`src/rtl/delay_timer_arbiter_pkg.sv`:
```
// Shared types and defaults for the delay timer arbiter.
// Imported by the interface, the arbiter and the top.
package delay_timer_arbiter_pkg;

    typedef enum logic {
        IDLE  = 1'b0,
        COUNT = 1'b1
    } state_e;

    localparam int N_REQ_DEF = 4;
    localparam int WIDTH_DEF = 32;

    function automatic int idx_w(input int n);
        return (n > 1) ? $clog2(n) : 1;
    endfunction

endpackage

```
`src/rtl/delay_timer_arbiter_if.sv`:
```
// Requester-side bus of the delay timer arbiter.
// Master drives requests, slave is the timer.
interface delay_timer_arbiter_if
    import delay_timer_arbiter_pkg::*;
#(
    parameter int N_REQ = N_REQ_DEF,
    parameter int WIDTH = WIDTH_DEF
);
    localparam int IW = idx_w(N_REQ);

    logic [N_REQ-1:0]       req;
    logic [N_REQ*WIDTH-1:0] len;
    logic                   abort;
    logic [N_REQ-1:0]       ack;
    logic [N_REQ-1:0]       done;
    logic                   busy;
    logic [IW-1:0]          owner;
    logic [WIDTH-1:0]       cnt_q;

    modport master (
        output req, len, abort,
        input  ack, done, busy, owner, cnt_q
    );

    modport slave (
        input  req, len, abort,
        output ack, done, busy, owner, cnt_q
    );

endinterface

```
`src/rtl/delay_timer_arbiter_rr_arbiter.sv`:
```
// Combinational rotating-priority arbiter.
// Search starts one position after ptr and wraps.
module rr_arbiter
    import delay_timer_arbiter_pkg::*;
#(
    parameter int N  = N_REQ_DEF,
    parameter int IW = idx_w(N)
) (
    input  logic [N-1:0]  req,
    input  logic [IW-1:0] ptr,
    output logic [N-1:0]  gnt,
    output logic [IW-1:0] idx,
    output logic          any
);

    // Walk from the farthest offset down so the nearest hit wins.
    always_comb begin
        gnt = '0;
        idx = '0;
        any = 1'b0;
        for (int i = N; i >= 1; i--) begin
            if (req[(int'(ptr) + i) % N]) begin
                gnt = '0;
                gnt[(int'(ptr) + i) % N] = 1'b1;
                idx = IW'((int'(ptr) + i) % N);
                any = 1'b1;
            end
        end
    end

endmodule

```
`src/rtl/delay_timer_arbiter.sv`:
```
// One down-counting delay timer shared round-robin among requesters.
// ack is issued in IDLE, done when the owner's count reaches zero.
module delay_timer_arbiter
    import delay_timer_arbiter_pkg::*;
#(
    parameter int N_REQ = N_REQ_DEF,
    parameter int WIDTH = WIDTH_DEF
) (
    input  logic                clk,
    input  logic                rst,
    delay_timer_arbiter_if.slave bus
);

    localparam int IW = idx_w(N_REQ);

    state_e           state;
    logic [WIDTH-1:0] cnt;
    logic [IW-1:0]    own;
    logic [IW-1:0]    ptr;

    logic [N_REQ-1:0] gnt;
    logic [IW-1:0]    gidx;
    logic             gany;
    logic [WIDTH-1:0] len_sel;
    logic [N_REQ-1:0] own_oh;

    rr_arbiter #(
        .N  (N_REQ),
        .IW (IW)
    ) u_rr (
        .req (bus.req),
        .ptr (ptr),
        .gnt (gnt),
        .idx (gidx),
        .any (gany)
    );

    assign len_sel = bus.len[int'(gidx)*WIDTH +: WIDTH];
    assign own_oh  = N_REQ'(1) << own;

    always_ff @(posedge clk or posedge rst) begin
        if (rst) begin
            state <= IDLE;
            cnt   <= '0;
            own   <= '0;
            ptr   <= IW'(N_REQ - 1);
        end else begin
            unique case (state)
                IDLE: begin
                    if (gany) begin
                        cnt   <= len_sel;
                        own   <= gidx;
                        ptr   <= gidx;
                        state <= COUNT;
                    end
                end
                COUNT: begin
                    // Expiry outranks abort; abort freezes the count.
                    if (cnt == '0) begin
                        state <= IDLE;
                    end else if (bus.abort) begin
                        state <= IDLE;
                    end else begin
                        cnt <= cnt - WIDTH'(1);
                    end
                end
                default: state <= IDLE;
            endcase
        end
    end

    // Reset gates ack since a held request would otherwise show through.
    assign bus.ack   = (state == IDLE && !rst) ? gnt : '0;
    assign bus.done  = (state == COUNT && cnt == '0) ? own_oh : '0;
    assign bus.busy  = (state == COUNT);
    assign bus.owner = own;
    assign bus.cnt_q = cnt;

endmodule

```
`src/flat_wrapper.sv`:
```
// flat-port wrapper written by rule: the top's interface ports become plain ports
module delay_timer_arbiter_flat import delay_timer_arbiter_pkg::*;
#(
    parameter int N_REQ = N_REQ_DEF,
    parameter int WIDTH = WIDTH_DEF
)
  (clk, rst, bus_req, bus_len, bus_abort, bus_ack, bus_done, bus_busy, bus_owner, bus_cnt_q);
  delay_timer_arbiter_if #(.N_REQ(N_REQ), .WIDTH(WIDTH)) bus_i ();
  input  logic clk;
  input  logic rst;
  input wire logic [$bits(bus_i.req)-1:0] bus_req;
  input wire logic [$bits(bus_i.len)-1:0] bus_len;
  input wire logic [$bits(bus_i.abort)-1:0] bus_abort;
  output wire logic [$bits(bus_i.ack)-1:0] bus_ack;
  output wire logic [$bits(bus_i.done)-1:0] bus_done;
  output wire logic [$bits(bus_i.busy)-1:0] bus_busy;
  output wire logic [$bits(bus_i.owner)-1:0] bus_owner;
  output wire logic [$bits(bus_i.cnt_q)-1:0] bus_cnt_q;
  assign bus_i.req = bus_req;
  assign bus_i.len = bus_len;
  assign bus_i.abort = bus_abort;
  assign bus_ack = bus_i.ack;
  assign bus_done = bus_i.done;
  assign bus_busy = bus_i.busy;
  assign bus_owner = bus_i.owner;
  assign bus_cnt_q = bus_i.cnt_q;
  delay_timer_arbiter #(.N_REQ(N_REQ), .WIDTH(WIDTH)) u_core (.clk(clk), .rst(rst), .bus(bus_i));
endmodule
```
`config.mk`:
```
export PLATFORM = sky130hd
export DESIGN_NAME = delay_timer_arbiter_flat
export DESIGN_NICKNAME = d
export VERILOG_FILES = /design/src/rtl/delay_timer_arbiter_pkg.sv /design/src/rtl/delay_timer_arbiter_if.sv /design/src/rtl/delay_timer_arbiter_rr_arbiter.sv /design/src/rtl/delay_timer_arbiter.sv /design/src/flat_wrapper.sv
export SDC_FILE = /design/constraint.sdc
export NUM_CORES = 1
export LEC_CHECK = 0
export CAP_MARGIN = 20
export CORE_ASPECT_RATIO = 1.5
export CORE_MARGIN = 3
export CORE_UTILIZATION = 35
export DETAILED_ROUTE_END_ITERATION = 8
export PLACE_DENSITY = 0.82
export SETUP_SLACK_MARGIN = 0.3
export SLEW_MARGIN = 30
export SYNTH_ARGS = -nofsm -noshare
export SYNTH_HDL_FRONTEND = slang
export SYNTH_HIERARCHICAL = 1
export SYNTH_SLANG_ARGS = --single-unit
export TNS_END_PERCENT = 20
```
`constraint.sdc`:
```
create_clock -name clk -period 6.95 [get_ports clk]
set_clock_uncertainty 0.2 [all_clocks]
set_input_delay 1.7375 -clock clk [delete_from_list [all_inputs] [get_ports clk]]
set_output_delay 1.7375 -clock clk [all_outputs]
set_load 0.01 [all_outputs]
```
After elaboration in Yosys (flattened, before gate mapping)
Cells that the tools add are included.
{"block": "op_classes", "addsub": 5, "order_cmp": 8, "eq_ne": 3, "shifts": 2, "n_mux": 42, "bitwise": 5, "n_reduce_logical": 14}
{"cell": "variable part select 128 x 8 -> 32 bit", "n": 1}
{"cell": "two-way mux 32 bit", "n": 3}
{"cell": "one-hot mux 32 bit (2 select lines)", "n": 1}
{"cell": "logical NOT 32 bit", "n": 1}
{"cell": "subtractor 32 x 1 -> 32 bit (second input constant)", "n": 1}
{"cell": "two-way mux 4 bit", "n": 6}
{"cell": "two-way mux 1 bit", "n": 19}
{"cell": "less-than comparator 3 x 4 -> 1 bit (second input constant)", "n": 4}
{"cell": ">= comparator 3 x 1 -> 1 bit (second input constant)", "n": 4}
{"cell": "binary-select mux 1 bit (select 2 bit)", "n": 4}
{"cell": "demux 1 bit (select 2 bit)", "n": 4}
{"cell": "two-way mux 2 bit", "n": 4}
{"cell": "OR reduction 2 bit", "n": 4}
{"cell": "logical AND 1 bit", "n": 6}
{"cell": "adder 2 x 1 -> 2 bit (second input constant)", "n": 2}
{"cell": "adder 2 bit (second input constant)", "n": 2}
{"cell": "bitwise AND 1 bit (first input constant)", "n": 4}
{"cell": "!= test 2 bit (second input constant)", "n": 2}
{"cell": "left shift 1 x 2 -> 4 bit (first input constant)", "n": 1}
{"cell": "AND reduction 3 bit", "n": 1}
{"cell": "!= test 2 x 1 -> 1 bit (second input constant)", "n": 1}
{"cell": "one-hot mux 1 bit (2 select lines)", "n": 1}
{"cell": "AND reduction 2 bit", "n": 1}
{"cell": "logical NOT 1 bit", "n": 1}
{"cell": "NOT 1 bit", "n": 1}
{"block": "totals", "regBits": 37, "out_inout_bits": 43, "wordCells": 83}

Logic depth before layout (Yosys ltp)
Gate-level depths: netlist of run 1.
{"block": "depth", "depth_word": 13, "depth_mapped": 15, "depth_no_buf": 11}

Hierarchy
Netlist of run 1, hierarchy kept.
{"module": "delay_timer_arbiter", "instances": 1, "cells_each": 321, "area_each_um2": 3034.2}
{"module": "rr_arbiter", "instances": 1, "cells_each": 80, "area_each_um2": 600.6}

Worst setup path before layout of run 1
OpenSTA, ideal clock, no wires.
{"block": "synth_path", "path_kind": "input -> output", "start": "input bus_req[2]", "end": "output bus_ack[3]", "arrival_ns": 2.863, "t_required_ns": 5.012, "slack_ns": 2.150, "cell_stages": 6, "path_cell_list": "buf_2 mux2i_2 mux2_4 a2111oi_2 o2bb2ai_1 and2_1"}
{"block": "synth_between", "elab_chain_cells": 8, "elab_cells_between_ends": 17}
{"element": "start, declared", "line": "flat_wrapper.sv:11", "source": "input wire logic [$bits(bus_i.req)-1:0] bus_req;"}
{"element": "binary-select mux 1 bit (select 2 bit)", "line": "delay_timer_arbiter_rr_arbiter.sv:22", "source": "if (req[(int'(ptr) + i) % N]) begin"}
{"element": "two-way mux 1 bit (not written as such) (2 in series)", "line": "delay_timer_arbiter_rr_arbiter.sv:22"}
{"element": "two-way mux 4 bit (3 in series)", "line": "delay_timer_arbiter_rr_arbiter.sv:22"}
{"element": "two-way mux 4 bit *", "line": "delay_timer_arbiter_rr_arbiter.sv:22"}
{"element": "net u_core.gnt[3]", "line": "delay_timer_arbiter.sv:21", "source": "logic [N_REQ-1:0] gnt;"}
{"element": "two-way mux 4 bit *", "line": "delay_timer_arbiter.sv:73", "source": "assign bus.ack = (state == IDLE && !rst) ? gnt : '0;"}
{"element": "end, declared", "line": "flat_wrapper.sv:14", "source": "output wire logic [$bits(bus_i.ack)-1:0] bus_ack;"}
The timed path passes the listed nets; every way through them passes the cells marked *. The select of a mux whose other input is x is not followed.

Final worst setup path of run 1
{"block": "layout_path", "start": "input bus_req[1]", "end": "output bus_ack[3]"}
The elaborated chain is that of the path after synthesis.

==> impl_results.md, run 1 <==
* Critical path's largest stage delay at 700 ps
* Crit Path Class: in2out
* GRT Total Usage at 0.2144
* WP buf/inv at 2
* Critical Path AT at 4040 ps
* Worst-Margin Slew at roughly 860 ps
* Drt first pass iters at 5
* Clk buf depth at 2
* Rel. slew slack at 0.4245
* VDD IR max at 0.2143 mV
* Pre-CTS setup slack at 991.5 ps
* CTS Sinks at 37
* Final period util at 0.8606
* Largest net degree at the start of global routing at 44
* Status: finished, final reports clean
* Hold WC Path Type: reg2reg
* Slew Viols, Final at 0
* Core ar. at 9910 µm²
* Startpoint Class: input pin
* Final GP Congestion at 0.9571
* Synth top area share at 0.2410
* Crit path max-delay family: buffers and inverters
* Fin. Hold Viols at 0
* Antenna Cells at 0
* TritonCTS clock tree: done
* Fillers at 893
* Max Fanout on Critical Path at 12
* Min Tclk post-route at 5981 ps
* CP max stage cell: clkdlybuf4s50_1
* Most used DFF post-synth: dfrtp_1
* Syn Inst Count at 401
* Ys async rst share at 1.000
* #FFs+latches synth at 37
* Leakage at 2.036 nW
* Avg Cell Area, Syn at 9.064 µm²
* Die width at ~90 µm
* 1st-iter DRT viols at 309
* Ports at between 150 and 200
* Crit-path most repeated cell: clkdlybuf4s50_1
* Reg2reg setup slack at 2720 ps
* PortBufs at 177
* WL final at 12850 µm
* Post-synthesis sequential area ratio at 0.2554
* Syn Nets at ~540
* Worst-skew pair later-pin latency at ~280 ps
* Initial core utilization at 0.3668
* CTS H-tree lvls at 2
* First-pass GRT wire length at 19710 µm
* Fin Setup TNS at 0 ps
* Drt wl/cell at 19.07 µm
* Main area contributors after synthesis: dfrtp_1 (24%), mux4_2 (20%), a21oi_1 (4.8%)
* Worst setup margin at 968.6 ps
* Row count at 44
* Cts bufs inserted at 5
* Share of cells above drive strength 1 at 0.1109
* Antenna viol nets, final at 0
* Synth Cell Area at 3635 µm²
* Nets at 700
* Required @ worst endpoint at 5010 ps
* Yosys warnings at 6
* Post-CTS setup buffers at 0
* Initial antenna violation count at 0
* Final setup viols at 0
* Max Cap Viol at 0
* Overflow after GRT at 0
* CTS clk-pin slew, worst paths at 60 ps
* Die Ht at ~130 µm
* Die area at 11670 µm²
* Unrepaired setup endpoints after global routing: false
* Number of synthesized flops with an enable pin at 0
* PwrDens at 411.9 nW/µm²
* Vias per cell at 6.028
* Vias in the first global route at 3947
* Total number of vias at 4063
* Critical Path End Type: output port
* Root buf cell: clkbuf_16
* Resize count post-CTS at 0
* Fmax at 0.1672 GHz
* Number of remaining DRC errors at 0
* Area grow syn2layout at 55.15%
* Dpl hpwl at 10090 µm
* Hold buffer count at cts at 0
* Top cell type by total area after synthesis: dfrtp_1
* Yosys cell types at 60
* Crit path cell chain: clkdlybuf4s50_1 -> mux2i_1 -> mux2_4 -> a2111oi_2 -> o2bb2ai_1 -> and2_1 -> clkdlybuf4s50_1
## cells in the final DEF (no fill, tap or decap), types with 9 or more instances in the layout
cell type and n:
a21oi_1 34, clkdlybuf4s50_1 177, dfrtp_1 35, inv_1 9
mux4_2 32, nand2_1 43, nand2b_1 9, nor2_1 19
nor3_1 20, nor4_1 10, o21ai_0 25, o22ai_1 16
## stage by stage
step           area, µm²    util  hold WS (ps)  total power (W)  instances
2_1_floorplan       3635       -         272.4         0.001505        401
3_3_place_gp        5440  0.5490         339.9         0.001986        665
3_5_place_dp        5468  0.5518         363.9         0.002051        666
4_1_cts             5639  0.5691         379.7         0.002323        674
5_1_grt             5639  0.5691         408.5         0.002488        674
6_report            5639  0.5691         378.0         0.002323        674
## power by group
group          total (W)  internal (W)  switching (W)
Combinational    0.00156      0.000796       0.000762
Clock           0.000261      0.000170      0.0000912
Sequential      0.000504      0.000326       0.000178
Total            0.00232       0.00129        0.00103
## cell type report
cell class,instances,area [µm²],area share
clock inverter,3,46.29,0.008209
inverter,11,41.29,0.007322
tap,115,143.9,0.02552
timing repair buffer,182,1829,0.3244
clock buffer,5,125.1,0.02219
multi-input combinational,321,2525,0.4477
sequential,37,928.4,0.1646
## synth_stat cells (2+ instances only)
master     number
a211oi_1        3
or4_1           2
nand2_1        43
nand3_1         6
nor2_1         19
dfstp_2         2
a31oi_1         4
and4_1          2
dfrtp_1        35
o21ai_0        25
o32ai_1         3
nor3b_1         4
nand2b_1        9
o22a_1          2
a21oi_1        35
mux4_2         32
nor2b_1         2
clkbuf_1       18
ha_1            7
o311ai_0        4
nor4_1         10
mux2i_1         6
a22oi_1         3
buf_6           4
inv_1          10
a2bb2oi_1       2
o21a_1          4
mux2i_2         2
a21o_1          3
or3_2           2
o2bb2ai_1       7
o211ai_1        6
and2_1          8
or3_1           5
nand4_1         5
nor3_1         20
o22ai_1        16
a21boi_0        2
buf_2           8
## path summary, 6_finish.rpt
check / start / to / cells past startpoint
worst max-delay path: bus_req[1] / bus_ack[3] / 7
worst min-delay path: u_core/bus.owner[0] / u_core/bus.owner[0] / 2
worst max register to register: u_core/ptr[0] / u_core/bus.cnt_q[27] / 10
worst min register to register: u_core/bus.owner[0] / u_core/bus.owner[0] / 2
max in group asynchronous: rst / u_core/bus.cnt_q[18] / 3
min in group asynchronous: rst / u_core/bus.owner[1] / 3
## registers in the layout, summed over array words and instances, names as in the netlist
signal,flops
u_core/bus.cnt_q,32
u_core/ptr,2
u_core/bus.busy,1
u_core/bus.owner,2
## routing by layer
layer,GRT usage,up-vias,wire (µm)
met5,0,-,0
met4,0.06047,0,245
met3,0.03199,18,931
met2,0.4003,204,7181
met1,0.2481,1965,4495
li1,-,1876,-
## worst min-delay path, stage by stage, from the launching register on
cell and delay (ps):
dfrtp_1 410, nand2_1 70, nand2_1 70
## cell families after synthesis
group           share of synthesized area
simple gates                       0.2072
compound gates                     0.2255
buf+inv                           0.05817
mux                                0.2296
flops                              0.2554
fa+ha+maj                         0.02410
Note: power is estimated with default switching activity, not from simulation.
==> run 2: changes to the inputs <==
--- a/config.mk
+++ b/config.mk
@@ -10,8 +10,8 @@
 export CORE_MARGIN = 3
 export CORE_UTILIZATION = 35
 export DETAILED_ROUTE_END_ITERATION = 8
-export PLACE_DENSITY = 0.82
-export SETUP_SLACK_MARGIN = 0.3
+export PLACE_DENSITY = 0.85
+export SETUP_SLACK_MARGIN = 0.1
 export SLEW_MARGIN = 30
 export SYNTH_ARGS = -nofsm -noshare
 export SYNTH_HDL_FRONTEND = slang
==> constraint.sdc (replaced) <==
create_clock -name clk -period 5.1 [get_ports clk]
set_clock_uncertainty 0.2 [all_clocks]
set_input_delay 1.275 -clock clk [delete_from_list [all_inputs] [get_ports clk]]
set_output_delay 1.275 -clock clk [all_outputs]
set_load 0.01 [all_outputs]
==> impl_results.md, run 2 (synthesis results as in run 1) <==
* Reg-to-Reg Start: u_core/ptr[1]
* Fin Setup TNS at 0 ps (unchanged)
* Ports at 178 (unchanged)
* Critical Path End Type: output port
* Root buf cell: clkbuf_16
* Max Cap Viol at 0 (unchanged)
* CTS Sinks at 37 (unchanged)
* Die Ht at 130.8 µm (unchanged)
* Hold buffer count at cts at 0 (unchanged)
* Max reg flops at 32 (unchanged)
* 1st-iter DRT viols at 316 (+2.3%)
* Vias in the first global route at 4221 (+6.9%)
* Leakage at 2.061 nW (+1.2%)
* First-pass GRT wire length at 20380 µm (+3.4%)
* Hold Path End: u_core/bus.cnt_q[30]
* Min Tclk post-route at approximately 5000 ps
* Cts bufs inserted at 5 (unchanged)
* Initial antenna violation count at 0 (unchanged)
* Largest net degree at the start of global routing at 44 (unchanged)
* Share of cells above drive strength 1 at 0.1307 (+0.01983)
* Area grow syn2layout at 56.32%
* WL final at 13300 µm (+3.5%)
* Critical Path AT at 3450 ps (-590 ps)
* Clk buf depth at 2 (unchanged)
* Antenna Cells at 0 (unchanged)
* Worst-skew pair later-pin latency at 280 ps (about the same)
* Core ar. at 9910 µm² (unchanged)
* Reg2reg setup slack at 1120 ps (-1600 ps)
* Die area at 11670 µm² (unchanged)
* Final period util at 0.9663
* Drt wl/cell at 19.53 µm (+2.4%)
* Initial core utilization at 0.3668 (unchanged)
* Max Fanout on Critical Path at 10 (-2)
* Overflow after GRT at 0 (unchanged)
* TritonCTS clock tree: done
* Fin. Hold Viols at 0 (unchanged)
* Slew Viols, Final at 0 (unchanged)
* Drt first pass iters at 5 (unchanged)
* Die width at 89.21 µm (unchanged)
* Antenna viol nets, final at 0 (unchanged)
* Final GP Congestion at 0.9094 (-5.0%)
* FF+latch area at 932.1 µm² (+0.40%)
* Crit Path Class: in2out
* Worst r2r path cells at 10 (unchanged)
* Nets at 707 (+1.0%)
* Unrepaired setup endpoints after global routing: true
* Hold Crit Depth at 2 (unchanged)
* Hold WC Path Type: reg2reg
* Hold_sp: u_core/bus.cnt_q[30]
* Startpoint Class: input pin
* Number of remaining DRC errors at 0 (unchanged)
* FF-to-FF End: u_core/bus.cnt_q[27]
* Hold slack at 372.3 ps (-5.643 ps)
* Area of the multi-input gates at 2557 µm² (+1.3%)
* VDD IR max at 0.2919 mV (+36%)
* Fmax at between 0.2 and 0.25 GHz
* Row count at 44 (unchanged)
* Dpl hpwl at 10300 µm (+2.1%)
* GRT Total Usage at 0.2203 (+0.005982)
* Final setup viols at 0 (unchanged)
* Crit path from: bus_req[1]
* Required @ worst endpoint at 3620 ps (-1390 ps)
* CTS clk-pin slew, worst paths at 60 ps (about the same)
* Rel. slew slack at 0.3785 (-0.04591)
* Most common cell after layout, fill and taps aside: clkdlybuf4s50_1
* Vias per cell at 6.073 (+0.75%)
* PortBufs at 177 (unchanged)
* CTS H-tree lvls at 2 (unchanged)
* Status: finished, final reports clean
* Total number of vias at 4136 (+1.8%)
* PwrDens at 554.3 nW/µm² (+35%)
* Fillers at 869 (-2.7%)
* Worst-Margin Slew at 926.5 ps (+68.45 ps)
* Most frequent cells in the layout: clkdlybuf4s50_1 (176), nand2_1 (43), dfrtp_1 (35)
## run 2: cell count changes in the layout (fill, tap and decap cells not counted), moves of 2 or more
cell / change
mux2i_4: +2
mux2i_1: -2
buf_4: +8
clkinv_2: +2
## run 2: cell type report
class | instances | share of cell area
Sequential cell | 37 | 0.1641
Tap cell | 115 | 0.02532
Inverter | 11 | 0.007267
Timing Repair Buffer | 189 | 0.3281
Clock buffer | 5 | 0.02202
Clock inverter | 3 | 0.003083
Multi-Input combinational cell | 321 | 0.4501
## run 2: what timing repair did
| action | CTS | global route |
|---|---|---|
| resized for setup | 0 | 8 |
| buffers inserted | 0 | 1 |
| setup endpoints to repair | 0 | 4 |
| hold endpoints to repair | 0 | 0 |
## run 2: critical path, stage by stage
cell	delay, ps
clkdlybuf4s50_1	450
buf_4	190
nor2_1	230
nand4_1	140
o211ai_1	200
buf_4	170
o2bb2ai_1	110
and2_1	150
clkdlybuf4s50_1	540
## run 2: how the worst max path moves through the flow
stage / end / depth (start not counted)
floorplan: u_core/bus.cnt_q[17] / 10
global placement: bus_ack[3] / 7
detailed placement: bus_ack[1] / 8
CTS: bus_ack[1] / 8
global route: bus_ack[1] / 9
finish: bus_ack[1] / 9
## run 2: power by group
group	internal, W	switching, W
combinational	0.00110	0.00106
clock	0.000179	0.000122
sequential	0.000447	0.000242
## run 2: through the flow
step                        util  setup slack (ps)  total power (W)  instance area, µm²  cells
final                     0.5734             171.9         0.003149                5682    681
after global routing      0.5734             74.57         0.003368                5682    681
after CTS                 0.5687             118.3         0.003104                5635    680
after detailed placement  0.5543             122.4         0.002794                5493    672
after global placement    0.5543             250.6         0.002726                5493    672
after floorplan                -              1050         0.002050                3635    401
## run 2: metal layers
metal,routed length (µm),track usage
met5,0,0
met4,283,0.05521
met3,884,0.03764
met2,7421,0.4221
met1,4713,0.2456
